==> config.mk <==
export PLATFORM = sky130hd
export DESIGN_NAME = sprite_blitter
export DESIGN_NICKNAME = d
export VERILOG_FILES = /design/src/rtl/sprite_blitter.sv
export SDC_FILE = /design/constraint.sdc
export NUM_CORES = 1
export LEC_CHECK = 0
export BUFFER_PORTS_ARGS = -buffer_cell sky130_fd_sc_hd__buf_2
export CORE_MARGIN = 2
export CORE_UTILIZATION = 50
export CTS_CLUSTER_SIZE = 24
export DETAILED_ROUTE_END_ITERATION = 10
export PLACE_DENSITY = 0.75
export SETUP_SLACK_MARGIN = 0.1
export SYNTH_ARGS = -nofsm -noshare
export SYNTH_HDL_FRONTEND = slang
export SYNTH_SLANG_ARGS = --single-unit
==> constraint.sdc <==
create_clock -name clock -period 1.9 [get_ports clock]
set_input_delay 0.285 -clock clock [delete_from_list [all_inputs] [get_ports clock]]
set_output_delay 0.285 -clock clock [all_outputs]
set_load 0.005 [all_outputs]
==> src/rtl/sprite_blitter.sv <==
// Sprite blitter: scans one sprite from a colour-index ROM and emits
// clipped, optionally scaled and transparent plot strobes for the VGA writer.
module sprite_blitter #(
    parameter int SPR_W       = 32,
    parameter int SPR_H       = 16,
    parameter int NUM_SPR     = 4,
    parameter int CW          = 3,
    parameter int ROM_LAT     = 1,
    parameter int SCR_W       = 320,
    parameter int SCR_H       = 240,
    parameter int TRANSPARENT = 1,
    localparam int SW  = $clog2(NUM_SPR),
    localparam int RW  = $clog2(SPR_H),
    localparam int CLW = $clog2(SPR_W),
    localparam int AW  = SW + RW + CLW
) (
    input  logic          clock,
    input  logic          reset,
    input  logic          start,
    input  logic [SW-1:0] sprite_sel,
    input  logic [8:0]    base_x,
    input  logic [7:0]    base_y,
    input  logic          scale2,
    output logic [AW-1:0] rom_addr,
    input  logic [CW-1:0] rom_q,
    output logic [8:0]    outx,
    output logic [7:0]    outy,
    output logic [14:0]   outcolour,
    output logic          plot,
    output logic          busy,
    output logic          done
);

    localparam int DXW = CLW + 1;
    localparam int DYW = RW + 1;

    typedef enum logic [1:0] {IDLE, SCAN, DRAIN, DONE} state_t;

    state_t                         state_q;
    logic [SW-1:0]                  sel_q;
    logic [8:0]                     bx_q;
    logic [7:0]                     by_q;
    logic                           sc_q;
    logic [DXW-1:0]                 dx_q, dx_d;
    logic [DYW-1:0]                 dy_q, dy_d;
    logic [1:0]                     cnt_q;
    logic [ROM_LAT-1:0]             pv_q;
    logic [ROM_LAT-1:0][DXW-1:0]    pdx_q;
    logic [ROM_LAT-1:0][DYW-1:0]    pdy_q;

    logic                           last_x, last_y;
    logic [DXW-1:0]                 xmax;
    logic [DYW-1:0]                 ymax;
    logic [RW-1:0]                  row_d;
    logic [CLW-1:0]                 col_d;
    logic [9:0]                     sx;
    logic [8:0]                     sy;
    logic [2:0]                     idx;
    logic [14:0]                    colour;
    logic                           vis;

    // rom_addr always tracks the pixel that dx_q/dy_q will hold next cycle
    always_comb begin
        xmax   = sc_q ? DXW'(2 * SPR_W - 1) : DXW'(SPR_W - 1);
        ymax   = sc_q ? DYW'(2 * SPR_H - 1) : DYW'(SPR_H - 1);
        last_x = (dx_q == xmax);
        last_y = (dy_q == ymax);
        dx_d   = last_x ? '0 : dx_q + DXW'(1);
        dy_d   = last_x ? dy_q + DYW'(1) : dy_q;
        row_d  = sc_q ? dy_d[RW:1] : dy_d[RW-1:0];
        col_d  = sc_q ? dx_d[CLW:1] : dx_d[CLW-1:0];
    end

    always_comb begin
        sx     = {1'b0, bx_q} + 10'(pdx_q[ROM_LAT-1]);
        sy     = {1'b0, by_q} + 9'(pdy_q[ROM_LAT-1]);
        idx    = 3'(rom_q);
        colour = {{5{idx[2]}}, {5{idx[1]}}, {5{idx[0]}}};
        vis    = !(TRANSPARENT != 0 && idx == 3'd0)
                 && (sx < 10'(SCR_W)) && (sy < 9'(SCR_H));
    end

    always_ff @(posedge clock) begin
        if (!reset) begin
            state_q   <= IDLE;
            sel_q     <= '0;
            bx_q      <= '0;
            by_q      <= '0;
            sc_q      <= 1'b0;
            dx_q      <= '0;
            dy_q      <= '0;
            cnt_q     <= '0;
            pv_q      <= '0;
            pdx_q     <= '0;
            pdy_q     <= '0;
            rom_addr  <= '0;
            outx      <= '0;
            outy      <= '0;
            outcolour <= '0;
            plot      <= 1'b0;
            busy      <= 1'b0;
            done      <= 1'b0;
        end else begin
            done     <= 1'b0;
            plot     <= 1'b0;
            pv_q[0]  <= (state_q == SCAN);
            pdx_q[0] <= dx_q;
            pdy_q[0] <= dy_q;
            for (int i = 1; i < ROM_LAT; i++) begin
                pv_q[i]  <= pv_q[i-1];
                pdx_q[i] <= pdx_q[i-1];
                pdy_q[i] <= pdy_q[i-1];
            end

            // clipped/transparent slots still update position and colour
            if (pv_q[ROM_LAT-1]) begin
                outx      <= sx[8:0];
                outy      <= sy[7:0];
                outcolour <= colour;
                plot      <= vis;
            end

            case (state_q)
                IDLE: begin
                    if (start) begin
                        sel_q    <= sprite_sel;
                        bx_q     <= base_x;
                        by_q     <= base_y;
                        sc_q     <= scale2;
                        dx_q     <= '0;
                        dy_q     <= '0;
                        rom_addr <= {sprite_sel, {(RW + CLW){1'b0}}};
                        busy     <= 1'b1;
                        state_q  <= SCAN;
                    end
                end
                SCAN: begin
                    dx_q     <= dx_d;
                    dy_q     <= dy_d;
                    rom_addr <= {sel_q, row_d, col_d};
                    if (last_x && last_y) begin
                        cnt_q   <= '0;
                        state_q <= DRAIN;
                    end
                end
                DRAIN: begin
                    cnt_q <= cnt_q + 2'd1;
                    if (cnt_q == 2'(ROM_LAT)) begin
                        busy    <= 1'b0;
                        done    <= 1'b1;
                        state_q <= DONE;
                    end
                end
                DONE: begin
                    state_q <= IDLE;
                end
                default: begin
                    state_q <= IDLE;
                end
            endcase
        end
    end

endmodule

==> results by group, run 1 <==
Yosys
  • Top FF cell, synth: dfxtp_1
  • Synth Area in Compound Gates: 0.182
  • Synth warn: 0
  • Post-synth top cells: dfxtp_1 (81), nand2_1 (66), a21boi_0 (21), o21ai_0 (21), mux2i_1 (20)
  • Seq/Total Area, Yosys: 0.410
  • Cell taking the most area after synthesis: dfxtp_1
  • Avg Cell Area, Syn: 9.48 sq um
  • Synth Cell Area: 3960 sq um
  • Simple logic cell fraction of the synthesized area: 0.171
  • Post-synth EDFFs: 0
  • Post-synth top area share: 0.410
  • Main combinational cell family by area after synthesis: compound AO/OA/AOI/OAI gates
  • Syn Inst Count: 417
  • Top cells by area, synth: dfxtp_1 (41%), nand2_1 (6.3%), ha_1 (5.4%)
  • XOR/XNOR Fraction of Synth Area: 0.0544
  • Synth cell types: 58
  • Ys async rst share: 0
  • Post-synthesis mux area share: 0.0563
  • Synth Area in Adders: 0.0639
  • Cell with the most instances after synthesis: dfxtp_1
  • Syn Nets: 462
  • Post-synthesis register bit count: 81

Worst setup path
  • Largest stage delay on the critical path: 0.38 ns
  • Worst Setup EP: plot
  • R2r setup slk: -0.13 ns
  • Crit path buffers/inverters: 0
  • Worst-path cell chain: ha_4 -> fa_2 -> a211oi_2 -> o21bai_1 -> a21o_1 -> nand4_1 -> o21ai_1 -> a2111oi_2
  • Reg-to-reg startpoint: bx_q[0]
  • Worst Path Arrival: 2.28 ns
  • Setup crit start: bx_q[0]
  • Worst-case reg-to-reg path depth: 8
  • Setup crit start kind: flop
  • Crit path max fanout: 4
  • CP Class: flop to flop
  • Crit path max-delay cell type: fa_2
  • Top delay family on crit path: compound AO/OA/AOI/OAI gates
  • Worst reg2reg path endpoint: plot
  • WP depth: 8
  • Crit. End Element: flop
  • CP Data Required Time: 2.15 ns

Timing
  • Final Setup Violations: 4
  • Final slew viol count: 0
  • RSZ-0062 raised after global routing: true
  • Slew margin rel.: 0.699
  • Hold WS: 0.165 ns
  • Slew @ Worst Pin: 0.451 ns
  • Final WS setup: -0.130 ns
  • Final min period: 2.03 ns
  • F_max: 493 MHz
  • Period utilization: 1.07
  • Worst Skew: 0.00909 ns
  • Final hold vios: 0

Clock tree
  • CTS Buffer Depth: 2
  • Cts hold-fix bufs: 0
  • Clock Latency Late Sink: 0.36 ns
  • CTS tree: yes
  • Clock transition at path regs: 0.08 ns
  • Root Driver: clkbuf_8
  • CTS Buf Count: 9
  • Sink Count: 81
  • H-Tree Depth: 3

Floorplanning
  • Starting Density: 0.514
  • CORE AREA: 7690 sq um
  • Die Y: 92.9 um
  • # IOs: 72
  • Die ar.: 8640 sq um
  • # rows: 32
  • Die Wd: 92.9 um

Global route
  • Global route overflow: 0
  • Vias in the first global route: 2946
  • Global Route Usage Sum: 0.199
  • Global-route wire length before repair: 13700 um
  • Initial antenna violation count: 0
  • Largest net degree at the start of global routing: 42

Run status
  • Outcome: finished, violations left
  • Failing checks: negative setup slack

Cells and area
  • Nets: 542
  • Fillers: 642
  • Area delta synth->final: 21.9%
  • Design area: 4820 sq um
  • Ant diodes: 0
  • Layout cells sized above 1: 0.309
  • Final non-filler cell total: 603

Drt
  • DRT Pass-1 Iters: 4
  • Routed wire length per instance: 14.0 um
  • Vias/cell: 5.21
  • Vias after detailed routing: 3143
  • DRC Markers: 0
  • Antenna-violating nets left: 0
  • Initial detailed-routing violation count: 85
  • DRT Wirelength: 8420 um

Place
  • DP Area: 4470 sq um
  • Final Wtd Congestion: 0.856
  • Post-DP HPWL: 5860 um
  • Port bufs: 71
  • DP Cell Count: 580

Pwr
  • Leakage: 2.13 nW
  • Worst VDD drop: 0.470 mV
  • Pwr dens: 1040 nW/um^2

Flow run
  • Max Cap Viol: 0

Hold path
  • Hold crit path type: primary input to flop
routing by layer:
layer | up-vias | track usage | share of wire
li1 | 1582 | - | -
met1 | 1467 | 0.241 | 0.45
met2 | 77 | 0.339 | 0.48
met3 | 17 | 0.0382 | 0.049
met4 | 0 | 0.0956 | 0.025
met5 | - | 0 | 0
flip-flops by register name, indices dropped and copies added, names as in the netlist, 5 cells and up:
| name | flops |
|---|---|
| by_q | 8 |
| outx | 9 |
| dy_q | 5 |
| pdy_q | 5 |
| pdx_q | 6 |
| rom_addr | 11 |
| dx_q | 6 |
| outy | 8 |
| bx_q | 9 |
worst min-delay path by stage:
stage                      startpoint          end  depth (start not counted)
after floorplan             base_x[0]      bx_q[0]                          2
after global placement       sel_q[0]     sel_q[0]                          2
after detailed placement  rom_addr[8]  rom_addr[8]                          1
after CTS                   base_x[1]      bx_q[1]                          3
after global routing        base_x[1]      bx_q[1]                          3
final                       base_y[1]      by_q[1]                          3
cells by family (layout without fill, tap and decap cells):
logic type	Yosys count	count (layout)
XOR/XNOR	22	22
AO/OA/AOI/OAI	97	97
buffers and inverters	45	129
AND/OR/NAND/NOR	131	131
adder cells (fa/ha/maj)	19	19
multiplexers	22	22
flip-flops	81	81
worst min-delay path, cell delays in order:
cell and delay (ns):
buf_2 0.10, nand2_1 0.04, a21boi_0 0.06
repair_timing:
item / in CTS / in global routing
pin swaps: 3 / 12
endpoints found under the setup margin: 14 / 24
buffers inserted: 5 / 4
gates cloned: 0 / 0
gates resized for setup: 3 / 17
power by group:
part	total [W]	switching [W]	internal [W]	leakage (nW)
Combinational	0.00151	0.000824	0.000685	1.35
Clock	0.00144	0.000601	0.000842	0.116
Sequential	0.00208	0.000165	0.00191	0.660
Total	0.00503	0.00159	0.00344	2.13
placed cells by master (no fill, tap or decap), types with 3 or more instances in the layout:
master / count
dfxtp_1: 76
buf_2: 71
nand2_1: 65
buf_4: 29
a21boi_0: 21
mux2i_1: 20
and2_1: 19
nor2b_1: 18
o21ai_0: 16
clkbuf_8: 12
inv_1: 11
ha_1: 11
xnor2_1: 10
xor2_1: 9
a21oi_1: 8
nor2_1: 7
a22o_1: 6
o21ai_1: 5
o211a_1: 5
dfxtp_2: 5
a21o_1: 4
o211ai_1: 4
a211oi_2: 3
o21bai_1: 3
nand3_1: 3
a22oi_1: 3
ha_4: 3
ha_2: 3
buf_12: 3
cell type report:
class	count	area, sq um	area share
sequential	81	1630	0.338
clock inverter	2	60.1	0.0125
multi-input combinational	291	2160	0.448
timing repair buffer	103	633	0.131
clock buffer	13	169	0.0350
inverter	11	41.3	0.00856
tap	102	128	0.0265
stage by stage:
stage                     power (W)   util   TNS, ns  setup slack [ns]
after floorplan             0.00311      -         0            0.0147
after global placement      0.00353  0.581  -0.00459          -0.00459
after detailed placement    0.00359  0.581    -0.118           -0.0633
after CTS                   0.00502  0.617    -0.192           -0.0882
after global routing        0.00532  0.627    -0.685            -0.212
final                       0.00503  0.627    -0.347            -0.130
Power figures use the tool's default switching activity.
==> run 2: changes to the inputs <==
--- a/config.mk
+++ b/config.mk
@@ -10,6 +10,7 @@
 export CORE_UTILIZATION = 50
 export CTS_CLUSTER_SIZE = 24
 export DETAILED_ROUTE_END_ITERATION = 10
+export MAX_ROUTING_LAYER = met4
 export PLACE_DENSITY = 0.75
 export SETUP_SLACK_MARGIN = 0.1
 export SYNTH_ARGS = -nofsm -noshare
==> run 2 against run 1 <==
Net effect:
- the flow still finishes with violations (negative setup slack)
- combinational power is essentially flat
- global-route usage grew 0.55 points
- total power hardly changed
- sequential cell count stayed put
- wire length hardly changed
- fmax unchanged
- clock power about the same
- core utilization unchanged
- cell count unchanged
- clock-buffer cell count is the same
- largest cell class unchanged
- largest power group unchanged
==> results by group, run 2 (synthesis gave the netlist of run 1 again) <==
Drt
  • DRT Pass-1 Iters: 4 (unchanged)
  • Vias after detailed routing: 3143 (unchanged)
  • DRC Markers: 0 (unchanged)
  • Initial detailed-routing violation count: 87 (+2.4%)
  • Vias/cell: 5.21 (unchanged)
  • Antenna-violating nets left: 0 (unchanged)
  • DRT Wirelength: 8430 um (about the same)
  • Routed wire length per instance: 14.0 um (about the same)

Pwr
  • Pwr dens: 1040 nW/um^2 (about the same)
  • Clock Power Share: 0.287 (about the same)
  • Sequential Power Share: 0.413 (about the same)
  • Leakage: 2.13 nW (unchanged)
  • Switching power total: 0.00159 W (about the same)
  • P_int: 0.00344 W (unchanged)
  • Switching Fraction: 0.316 (about the same)
  • Combinational share of power: 0.300 (about the same)
  • Worst VDD drop: 0.470 mV (about the same)

Floorplanning
  • Starting Density: 0.514 (unchanged)
  • CORE AREA: 7690 sq um (unchanged)
  • Die Y: 92.9 um (unchanged)
  • Die Wd: 92.9 um (unchanged)
  • Die ar.: 8640 sq um (unchanged)
  • # rows: 32 (unchanged)
  • # IOs: 72 (unchanged)

Place
  • Post-DP HPWL: 5860 um (unchanged)
  • Final Wtd Congestion: 0.870 (+1.6%)
  • Port bufs: 71 (unchanged)
  • DP Cell Count: 580 (unchanged)
  • Dpl ws: -0.0633 ns (unchanged)

Worst setup path
  • Worst Path Arrival: 2.28 ns (about the same)
  • Crit path max-delay cell type: fa_2
  • Reg-to-reg startpoint: bx_q[0]
  • Setup crit start kind: flop
  • CP Data Required Time: 2.15 ns (about the same)
  • R2r setup slk: -0.13 ns (about the same)
  • Worst-path cell chain: ha_4 -> fa_2 -> a211oi_2 -> o21bai_1 -> a21o_1 -> nand4_1 -> o21ai_1 -> a2111oi_2
  • Crit path max fanout: 4 (unchanged)
  • Largest stage delay on the critical path: 0.38 ns (about the same)
  • Setup crit start: bx_q[0]
  • Crit. End Element: flop
  • CP Class: flop to flop

Clock tree
  • Clock transition at path regs: 0.08 ns (about the same)
  • Clock Latency Late Sink: 0.36 ns (about the same)
  • Sink Count: 81 (unchanged)
  • CTS tree: yes
  • Root Driver: clkbuf_8
  • CTS Buffer Depth: 2 (unchanged)
  • CTS Buf Count: 9 (unchanged)
  • H-Tree Depth: 3 (unchanged)
  • Cts hold-fix bufs: 0 (unchanged)

Global route
  • Global-route wire length before repair: 13700 um (unchanged)
  • Initial antenna violation count: 0 (unchanged)
  • Largest net degree at the start of global routing: 42 (unchanged)
  • Global route overflow: 0 (unchanged)
  • Vias in the first global route: 2947 (+0.034%)
  • Global Route Usage Sum: 0.205 (+0.00549)

Timing
  • Final slew viol count: 0 (unchanged)
  • Final min period: 2.03 ns (unchanged)
  • Slew @ Worst Pin: 0.451 ns (unchanged)
  • RSZ-0062 raised after global routing: true
  • Final Setup Violations: 4 (unchanged)
  • Worst Skew: 0.00909 ns (unchanged)
  • Period utilization: 1.07 (unchanged)
  • Slew margin rel.: 0.699 (unchanged)
  • F_max: 493 MHz (unchanged)
  • Final WS setup: -0.130 ns (unchanged)
  • Final hold vios: 0 (unchanged)

Flow run
  • Max Cap Viol: 0 (unchanged)

Run status
  • Outcome: finished, violations left
  • Failing checks: negative setup slack

Cells and area
  • Ant diodes: 0 (unchanged)
  • Final non-filler cell total: 603 (unchanged)
  • Commonest cells after routing, fill and taps aside: dfxtp_1 (76), buf_2 (71), nand2_1 (65)
  • Top flop regs: rom_addr: 11 flops, bx_q: 9 flops, outx: 9 flops
  • Nets: 542 (unchanged)
  • Layout cells sized above 1: 0.309 (unchanged)
  • Most common cell after layout, fill and taps aside: dfxtp_1
  • Top reg by flops: rom_addr
  • Max reg flops: 11 (unchanged)
  • Area delta synth->final: 21.9% (unchanged)

Hold path
  • Hold_sp: base_y[1]
  • Hold crit path type: primary input to flop
run 2: worst max-delay path, delay by kind of cell (launching register included):
kind	cells	cell delay, ns
flip-flops	1	0.34
adder cells (fa/ha/maj)	2	0.54
AO/OA/AOI/OAI	5	0.96
AND/OR/NAND/NOR	1	0.08
run 2: through the flow:
| stage | utilization | power (W) | TNS [ns] | hold slack, ns | area, sq um |
|---|---|---|---|---|---|
| 2_1_floorplan | - | 0.00311 | 0 | 0.422 | 3970 |
| 3_3_place_gp | 0.581 | 0.00353 | -0.00459 | 0.450 | 4470 |
| 3_5_place_dp | 0.581 | 0.00359 | -0.118 | 0.461 | 4470 |
| 4_1_cts | 0.617 | 0.00502 | -0.192 | 0.151 | 4740 |
| 5_1_grt | 0.627 | 0.00532 | -0.685 | 0.169 | 4820 |
| 6_report | 0.627 | 0.00503 | -0.347 | 0.165 | 4820 |
run 2: path summary, 6_finish.rpt:
check	end	depth (start not counted)
max reg2reg	plot	8
min	by_q[1]	3
min reg2reg	by_q[0]	2
max	plot	8
run 2: area by class of cell:
| cell class | instances | area, sq um |
|---|---|---|
| inverter | 11 | 41.3 |
| sequential | 81 | 1630 |
| timing repair buffer | 103 | 633 |
| clock buffer | 13 | 169 |
| multi-input combinational | 291 | 2160 |
| tap | 102 | 128 |
| fill | 642 | 2870 |
| clock inverter | 2 | 60.1 |
run 2: power groups by stage:
stage	registers (W)	logic [W]	clock network, W
floorplan	0.00208	0.00103	0
global placement	0.00210	0.00143	0
detailed placement	0.00211	0.00148	0
CTS	0.00207	0.00149	0.00146
global route	0.00211	0.00168	0.00153
finish	0.00208	0.00151	0.00144
run 2: per-layer routing:
layer	routed length, um	part of all wire	track usage	vias up
met1	3800	0.45	0.242	1467
met4	209	0.025	0.0956	0
met5	0	0	-	-
met3	406	0.048	0.0374	17
met2	4010	0.48	0.339	77
li1	-	-	-	1582
run 2: what timing repair did:
item                                    CTS  global route
buffers inserted                          5             4
gates cloned                              0             0
gates resized for setup                   3            17
endpoints found under the setup margin   14            24
pin swaps                                 3            12
==> run 3: changes to the inputs <==
--- a/config.mk
+++ b/config.mk
@@ -7,11 +7,12 @@
 export LEC_CHECK = 0
 export BUFFER_PORTS_ARGS = -buffer_cell sky130_fd_sc_hd__buf_2
 export CORE_MARGIN = 2
-export CORE_UTILIZATION = 50
+export CORE_UTILIZATION = 55
+export CTS_CLUSTER_DIAMETER = 120
 export CTS_CLUSTER_SIZE = 24
 export DETAILED_ROUTE_END_ITERATION = 10
 export MAX_ROUTING_LAYER = met4
-export PLACE_DENSITY = 0.75
+export PLACE_DENSITY = 0.78
 export SETUP_SLACK_MARGIN = 0.1
 export SYNTH_ARGS = -nofsm -noshare
 export SYNTH_HDL_FRONTEND = slang
==> constraint.sdc (replaced) <==
create_clock -name clock -period 2.3 [get_ports clock]
set_input_delay 0.69 -clock clock [delete_from_list [all_inputs] [get_ports clock]]
set_output_delay 0.69 -clock clock [all_outputs]
set_load 0.005 [all_outputs]
==> run 3 against run 2 <==
Net effect:
- the run now ends clean
- clock-buffer cell count is 1 higher
- clock skew fell by 0.0053 ns
- setup slack improved by 0.30 ns
- largest power group unchanged
- highest routed layer unchanged
==> results by group, run 3 (synthesis gave the netlist of run 1 again) <==
Run status
  • Outcome: completed

Cells and area
  • Most common cell after layout, fill and taps aside: dfxtp_1
  • Max reg flops: 11 (unchanged)
  • Design area: 4480 sq um (-7.0%)
  • Area of the multi-input gates: 2100 sq um (-2.7%)
  • Layout cells sized above 1: 0.247 (-0.0625)
  • Ant diodes: 0 (unchanged)
  • Top flop regs: rom_addr: 11 flops, bx_q: 9 flops, outx: 9 flops
  • Commonest cells after routing, fill and taps aside: dfxtp_1 (79), buf_2 (71), nand2_1 (66)
  • Nets: 520 (-4.1%)
  • Register area: 1620 sq um (-0.23%)
  • Area delta synth->final: 13.3%
  • Fillers: 593 (-7.6%)
  • Top reg by flops: rom_addr

Worst setup path
  • Critical path's most frequent cell: o21bai_1
  • Top delay family on crit path: compound AO/OA/AOI/OAI gates
  • Crit path buffers/inverters: 0 (unchanged)
  • Largest stage delay on the critical path: 0.38 ns (about the same)
  • Setup crit start kind: flop
  • CP Data Required Time: 2.54 ns (+0.39 ns)
  • Crit. End Element: flop
  • Worst Path Arrival: 2.36 ns (+0.08 ns)
  • Worst-path cell chain: ha_4 -> fa_2 -> a211oi_2 -> o21bai_1 -> a21o_1 -> o21bai_1 -> a21oi_1 -> a2111oi_2
  • Crit path max fanout: 3 (-1)
  • CP Class: flop to flop
  • Crit path max-delay cell type: fa_2

Global route
  • Global route overflow: 0 (unchanged)
  • Global Route Usage Sum: 0.215 (+0.00963)
  • Global-route wire length before repair: 12600 um (-7.9%)
  • Vias in the first global route: 2704 (-8.2%)
  • Initial antenna violation count: 0 (unchanged)
  • Largest net degree at the start of global routing: 37 (-12%)

Drt
  • Initial detailed-routing violation count: 112 (+29%)
  • Routed wire length per instance: 13.7 um (-1.9%)
  • DRT Pass-1 Iters: 4 (unchanged)
  • Antenna-violating nets left: 0 (unchanged)
  • Vias after detailed routing: 3039 (-3.3%)
  • DRC Markers: 0 (unchanged)
  • DRT Wirelength: 7870 um (-6.6%)
  • Vias/cell: 5.29 (+1.6%)

Pwr
  • Switching Fraction: 0.334 (+0.0179)
  • Worst VDD drop: 0.565 mV (+20%)
  • Switching power total: 0.00125 W (-21%)
  • Pwr dens: 838 nW/um^2 (-20%)
  • Clock Power Share: 0.241 (-0.046)
  • Combinational share of power: 0.303 (+0.003)
  • P_int: 0.00250 W (-27%)
  • Leakage: 1.98 nW (-6.9%)
  • Sequential Power Share: 0.456 (+0.043)

Hold path
  • Hold crit path type: flop to flop

Timing
  • Final slew viol count: 0 (unchanged)
  • F_max: 470 MHz (-4.6%)
  • Setup TNS: 0 ns (+0.347 ns)
  • Final hold vios: 0 (unchanged)
  • Final WS setup: 0.172 ns (+0.303 ns)
  • Final Setup Violations: 0 (-4)
  • Worst Skew: 0.00383 ns (-0.00526 ns)
  • RSZ-0062 raised after global routing: false
  • Period utilization: 0.925 (-0.143)
  • Slew margin rel.: 0.683 (-0.0164)
  • Slew @ Worst Pin: 0.476 ns (+0.0251 ns)
  • Final min period: 2.13 ns (+0.0974 ns)

Clock tree
  • Clock Latency Late Sink: 0.34 ns (-0.02 ns)
  • Clock transition at path regs: 0.07 ns (about the same)
  • CTS tree: yes
  • CTS Buffer Depth: 2 (unchanged)
  • Sink Count: 81 (unchanged)
  • Cts hold-fix bufs: 0 (unchanged)
  • CTS Buf Count: 9 (unchanged)
  • H-Tree Depth: 3 (unchanged)
  • Root Driver: clkbuf_8

Floorplanning
  • # rows: 30 (-6.3%)
  • Die Y: 88.8 um (-4.5%)
  • CORE AREA: 6870 sq um (-11%)
  • Starting Density: 0.576 (+0.0613)
  • # IOs: 72 (unchanged)
  • Die ar.: 7890 sq um (-8.7%)
  • Die Wd: 88.8 um (-4.5%)

Place
  • Dpl ws: 0.0586 ns (+0.122 ns)
  • Port bufs: 71 (unchanged)
  • Post-DP HPWL: 5660 um (-3.4%)
  • DP Area: 4290 sq um (-3.9%)
  • Final Wtd Congestion: 0.921 (+5.8%)

Flow run
  • Max Cap Viol: 0 (unchanged)
[run 3: cell types whose count changed in the layout (fill, tap and decap cells not counted), sizes merged]
cell,delta
bufinv,-2
clkbuf,+1
buf,-22
[run 3: routing by layer]
layer | track usage | share of wire | vias to the layer above | wire (um)
li1 | - | - | 1530 | -
met1 | 0.272 | 0.47 | 1411 | 3670
met2 | 0.332 | 0.47 | 88 | 3700
met3 | 0.0392 | 0.046 | 10 | 365
met4 | 0.0978 | 0.017 | 0 | 133
met5 | - | 0 | - | 0
[run 3: power by group through the flow]
stage / combinational, W / clock [W] / sequential (W)
after floorplan: 0.000845 / 0 / 0.00172
after global placement: 0.00110 / 0 / 0.00173
after detailed placement: 0.00114 / 0 / 0.00174
after CTS: 0.00114 / 0.000920 / 0.00171
after global routing: 0.00128 / 0.000983 / 0.00174
final: 0.00114 / 0.000906 / 0.00171
[run 3: repair_timing]
action / CTS / global route
pin swaps: 1 / 8
gates resized for setup: 1 / 6
buffers inserted: 1 / 0
endpoints found under the setup margin: 1 / 2
[run 3: worst min-delay path: stages (launching register included)]
cell      delay (ns)
dfxtp_1         0.31
nand2_1         0.05
a21boi_0        0.06
[run 3: final timing paths]
path	endpoint	cells after the start	slack, ns	start
setup / recovery	plot	8	0.17	bx_q[0]
setup reg to reg	plot	8	0.17	bx_q[0]
hold reg to reg	sel_q[0]	2	0.47	sel_q[0]
hold / removal	sel_q[0]	2	0.47	sel_q[0]
[run 3: area by class of cell]
cell class	instances	share of cell area
clock buffer	14	0.0363
inverter	11	0.00921
multi-input combinational	291	0.469
sequential	81	0.362
tap	96	0.0268
timing repair buffer	81	0.0960
[run 3: through the flow]
stage / instances / power [W] / util / hold slack [ns]
after detailed placement: 559 / 0.00288 / 0.625 / 0.460
after global placement: 559 / 0.00283 / 0.625 / 0.450
after global routing: 574 / 0.00400 / 0.652 / 0.497
final: 574 / 0.00375 / 0.652 / 0.466
after floorplan: 417 / 0.00256 / - / 0.443
after CTS: 574 / 0.00377 / 0.650 / 0.471
